`src/rtl/psum_route_demux.sv`:
```
// Routes NoC psum packets into NCH per-channel FIFOs using a programmable
// source->channel table. Packets from unmapped sources are dropped and counted.
module psum_route_demux #(
   parameter int DWIDTH     = 8,
   parameter int PWIDTH     = 47,
   parameter int SRC_LSB    = 40,
   parameter int SRC_W      = 3,
   parameter int NCH        = 3,
   parameter int DEPTH      = 4,
   parameter bit LEGACY_MAP = 1'b1,
   localparam int CH_W      = (NCH > 1) ? $clog2(NCH) : 1
) (
   input  logic                    clk,
   input  logic                    rst,
   input  logic                    in_valid,
   output logic                    in_ready,
   input  logic [PWIDTH-1:0]       in_packet,
   input  logic                    cfg_we,
   input  logic [SRC_W-1:0]        cfg_src,
   input  logic [CH_W-1:0]         cfg_ch,
   input  logic                    cfg_en,
   output logic [NCH-1:0]          out_valid,
   input  logic [NCH-1:0]          out_ready,
   output logic [NCH*DWIDTH-1:0]   out_data,
   output logic [15:0]             drop_count,
   output logic                    err
);
   localparam int NSRC = 1 << SRC_W;
   localparam int AW   = (DEPTH > 1) ? $clog2(DEPTH) : 1;
   localparam int CW   = AW + 1;

   logic            tbl_en [NSRC];
   logic [CH_W-1:0] tbl_ch [NSRC];

   logic [SRC_W-1:0] src;
   logic             hit_en;
   logic [CH_W-1:0]  hit_ch;
   logic             routed;
   logic             tgt_full;
   logic             accept;
   logic [NCH-1:0]   full;
   logic [NCH-1:0]   push;
   logic [NCH-1:0]   pop;

   assign src    = in_packet[SRC_LSB +: SRC_W];
   assign hit_en = tbl_en[src];
   assign hit_ch = tbl_ch[src];
   assign routed = hit_en && (int'(hit_ch) < NCH);

   always_comb begin
      tgt_full = 1'b0;
      for (int k = 0; k < NCH; k++) begin
         if (hit_ch == CH_W'(k)) tgt_full = full[k];
      end
   end

   // Handshake: every port transfers on valid & ready at a rising edge. Ingress is
   // ready for drops, or when the target FIFO is not full before this edge's pop,
   // so a full target stalls all ingress (head-of-line blocking).
   assign in_ready = !rst && (!routed || !tgt_full);
   assign accept   = in_valid && in_ready;

   always_ff @(posedge clk) begin
      if (rst) begin
         for (int s = 0; s < NSRC; s++) begin
            tbl_en[s] <= 1'b0;
            tbl_ch[s] <= '0;
         end
         if (LEGACY_MAP && NCH >= 3 && NSRC >= 4) begin
            tbl_en[3] <= 1'b1;
            tbl_ch[3] <= CH_W'(0);
            tbl_en[1] <= 1'b1;
            tbl_ch[1] <= CH_W'(1);
            tbl_en[0] <= 1'b1;
            tbl_ch[0] <= CH_W'(2);
         end
      end else if (cfg_we) begin
         tbl_en[cfg_src] <= cfg_en;
         tbl_ch[cfg_src] <= cfg_ch;
      end
   end

   always_ff @(posedge clk) begin
      if (rst) begin
         drop_count <= '0;
         err        <= 1'b0;
      end else if (accept && !routed) begin
         err <= 1'b1;
         if (drop_count != 16'hFFFF) drop_count <= drop_count + 16'd1;
      end
   end

   for (genvar k = 0; k < NCH; k++) begin : g_ch
      logic [DWIDTH-1:0] mem [DEPTH];
      logic [AW-1:0]     wr_ptr;
      logic [AW-1:0]     rd_ptr;
      logic [CW-1:0]     count;

      assign full[k]      = (count == CW'(DEPTH));
      assign out_valid[k] = (count != '0);
      assign push[k]      = accept && routed && (hit_ch == CH_W'(k));
      assign pop[k]       = out_valid[k] && out_ready[k];
      // Head is masked so a reset FIFO shows zero regardless of stale storage.
      assign out_data[k*DWIDTH +: DWIDTH] = out_valid[k] ? mem[rd_ptr] : '0;

      always_ff @(posedge clk) begin
         if (push[k]) mem[wr_ptr] <= in_packet[DWIDTH-1:0];
      end

      always_ff @(posedge clk) begin
         if (rst) begin
            wr_ptr <= '0;
            rd_ptr <= '0;
            count  <= '0;
         end else begin
            if (push[k]) wr_ptr <= wr_ptr + AW'(1);
            if (pop[k])  rd_ptr <= rd_ptr + AW'(1);
            case ({push[k], pop[k]})
               2'b10:   count <= count + CW'(1);
               2'b01:   count <= count - CW'(1);
               default: count <= count;
            endcase
         end
      end
   end
endmodule

```
`config.mk`:
```
export PLATFORM = sky130hd
export DESIGN_NAME = psum_route_demux
export DESIGN_NICKNAME = d
export VERILOG_FILES = /design/src/rtl/psum_route_demux.sv
export SDC_FILE = /design/constraint.sdc
export NUM_CORES = 1
export LEC_CHECK = 0
export CAP_MARGIN = 20
export CORE_ASPECT_RATIO = 1.2
export CORE_MARGIN = 8
export CORE_UTILIZATION = 25
export DETAILED_ROUTE_END_ITERATION = 10
export PLACE_DENSITY_LB_ADDON = 0.05
export SLEW_MARGIN = 40
export SYNTH_ARGS = -nofsm -noshare
export SYNTH_HDL_FRONTEND = slang
export SYNTH_SLANG_ARGS = --single-unit
```
`constraint.sdc`:
```
create_clock -name clk -period 4.5 [get_ports clk]
set_input_delay 0.9 -clock clk [delete_from_list [all_inputs] [get_ports clk]]
set_output_delay 0.9 -clock clk [all_outputs]
set_load 0.03 [all_outputs]
```
==> reports/metrics.yaml <==
synth:
  yosysUniqueCellTypes: 42
  yosys_warnings: 0
  synthTopCellsByCount: "117 x edfxtp_1, 47 x dfxtp_1, 44 x and2_1"
  synth_top_cell_area_share_pct: 48.9
  synth-seq-cells: 164
  syn_inst: 525
  synthArstFlopShare_pct: 0
  syn_area_per_cell_sq_um: 13.7
  synth_seq_area_share_pct: 62.0
  netlist_area_sq_um: 7180
  syn_nets: 604
  yosys-top-cells-area: "edfxtp_1 49%, dfxtp_1 13%, mux4_2 9.4%"
  synth_largest_area_cell: "edfxtp_1"
  synth_edf_count: 117
  yosysMostFrequentCell: "edfxtp_1"
  ys.flop_type: "edfxtp_1"
hold_path:
  min_to: "tbl_en[1]"
  hold_path_startpoint: "tbl_en[1]"
  min-delay-path-class: "reg2reg"
  whs_path_depth: 2
floorplan:
  die_y_microns: 202
  start_util_pct: 25.2
  row_count: 68
  core-area_sq_um: 28500
  die_w_microns: 171
  pin_count: 105
  die_area_sq_um: 34400
drt:
  dr.pass1.iters: 4
  drc_errors: 0
  viasPerCell: 4.28
  routedWlPerCell_microns: 16.6
  ant_nets: 0
  drt_iter0_markers: 165
  vias: 4241
  wirelength_mm: 16.4
timing:
  relSlewSlack_pct: 50.2
  tightest_slew_ns: 0.747
  fin_hold_ws_ns: 0.500
  skew_ns: 0.0122
  rsz0062_at_grt: "false"
  hold_viol: 0
  fin_crit_sh_pct: 92.7
  max_freq_ghz: 0.240
  finalSetupViolations: 0
  tns_ns: 0
  period_needed_ns: 4.17
  drv_slew: 0
cts:
  clockBufferDepth: 2
  holdBufCountCts: 0
  clk_pin_slew_ns: 0.06
  cts_sinks: 164
  postCtsSetupBuffers: 0
  cts_tree: "built"
  cts-resized-gates: 0
  root_buffer: "clkbuf_16"
  clk-insertion-delay-late_ns: 0.43
  htreeDepth: 4
  cts_inserted_buffers: 17
setup_path:
  r2r-start: "tbl_ch[2][1]"
  timing.rr.end: "g_ch[1].count[2]"
  r2r_cells: 12
  crit_top_cell: "mux2i_1"
  regToRegSetupSlack_ns: 1.46
  cp.arrival_ns: 3.27
  crit_slowest_cell: "clkdlybuf4s50_1"
  crit_path_end_kind: "output port"
  crit_required_ns: 3.60
  path_cells: "clkdlybuf4s50_1 -> mux4_2 -> mux2i_2 -> mux2i_1 -> mux2i_1 -> a21oi_1 -> buf_12"
  slowest_delay_ns: 0.68
  cp_max_fo: 5
  start_kind: "input pin"
  path_class: "in2out"
placement:
  port_buffers: 68
  routabilityCongestion: 0.722
  placed_area_sq_um: 8290
  dp.cells: 959
  dpl.hpwl_mm: 11.2
finish:
  drive_above_1_share_pct: 12.2
  regArea_sq_um: 4450
  nets: 672
  synthToLayoutAreaGrowth_pct: 24.1
  final_util_pct: 31.3
  diodes: 0
  layout.cells.non_filler: 991
  multi_input_area_sq_um: 2540
  stdcell_area_sq_um: 8910
  nFillCells: 2848
grt:
  first_global_vias: 4590
  gr-total-overflow: 0
  grt_pass1_wl_mm: 26.0
  grt_max_degree: 69
  antenna_found_initial: 0
  grt_use_total_pct: 10.0
status:
  status: "finished, final reports clean"
power:
  power_density_nw_per_um2: 407
  ir_drop_mv: 0.243
  leakagePower_nw: 2.90
job:
  drv_cap: 0
## flip-flops by register name (all words and copies together) (netlist names), named ones only
register and cells:
drop_count 16, g_ch.mem 96, tbl_en 8, err 1, g_ch.wr_ptr 6, g_ch.count 9
tbl_ch 16, g_ch.rd_ptr 6
## critical path, delay by kind of cell
family / cells / cell delay (ns)
buffers and inverters: 2 / 0.85
multiplexers: 4 / 1.19
AO/OA/AOI/OAI: 1 / 0.34
## stage by stage
step / worst slack (ns) / power [mW]
final: 0.328 / 3.63
after global routing: 0.116 / 3.78
after detailed placement: 0.119 / 2.12
after global placement: 0.192 / 2.11
after floorplan: 0.854 / 1.95
after CTS: 0.209 / 3.70
## power breakdown
part,switching [mW],total [mW],internal (mW)
clock network,0.621,1.56,0.939
logic,0.220,0.388,0.168
registers,0.0323,1.68,1.65
## kinds of logic after synthesis
family | Yosys count | synth area share [%]
simple gates | 201 | 15.5
flops | 164 | 62.0
buf+inv | 46 | 2.65
mux | 44 | 11.7
compound gates | 39 | 3.08
fa+ha+maj | 19 | 3.62
xor+xnor | 12 | 1.46
## cell type report
type / count / area share (%)
multi-input combinational: 315 / 28.5
inverter: 21 / 0.884
timing repair buffer: 74 / 8.20
clock inverter: 13 / 2.19
sequential: 164 / 50.0
clock buffer: 19 / 4.86
tap: 385 / 5.40
## how the worst max path moves through the flow
stage,to,cells after the start,slack (ns),start
2_1_floorplan,in_ready,6,0.85,in_packet[40]
3_3_place_gp,g_ch[1].count[2],13,0.19,in_packet[40]
3_5_place_dp,g_ch[1].count[2],13,0.12,in_packet[40]
4_1_cts,in_ready,7,0.21,in_packet[40]
5_1_grt,in_ready,7,0.12,in_packet[40]
6_report,in_ready,7,0.33,in_packet[40]
## layer usage
metal	vias to the layer above	global-route usage (%)	share of wire, %
li1	2076	-	-
met1	2074	11.5	43
met2	77	17.2	51
met3	14	3.00	4.7
met4	0	3.58	1.2
met5	-	0	0
## layout by cell type, fill, tap and decap left out, types with 16 or more instances in the layout
cell,n
edfxtp_1,117
clkdlybuf4s50_1,66
dfxtp_1,47
and2_1,44
nor2_1,42
mux4_2,30
inv_1,20
a21oi_1,19
nand2_1,18
clkbuf_16,17
ha_1,16
Power figures use the tool's default switching activity.
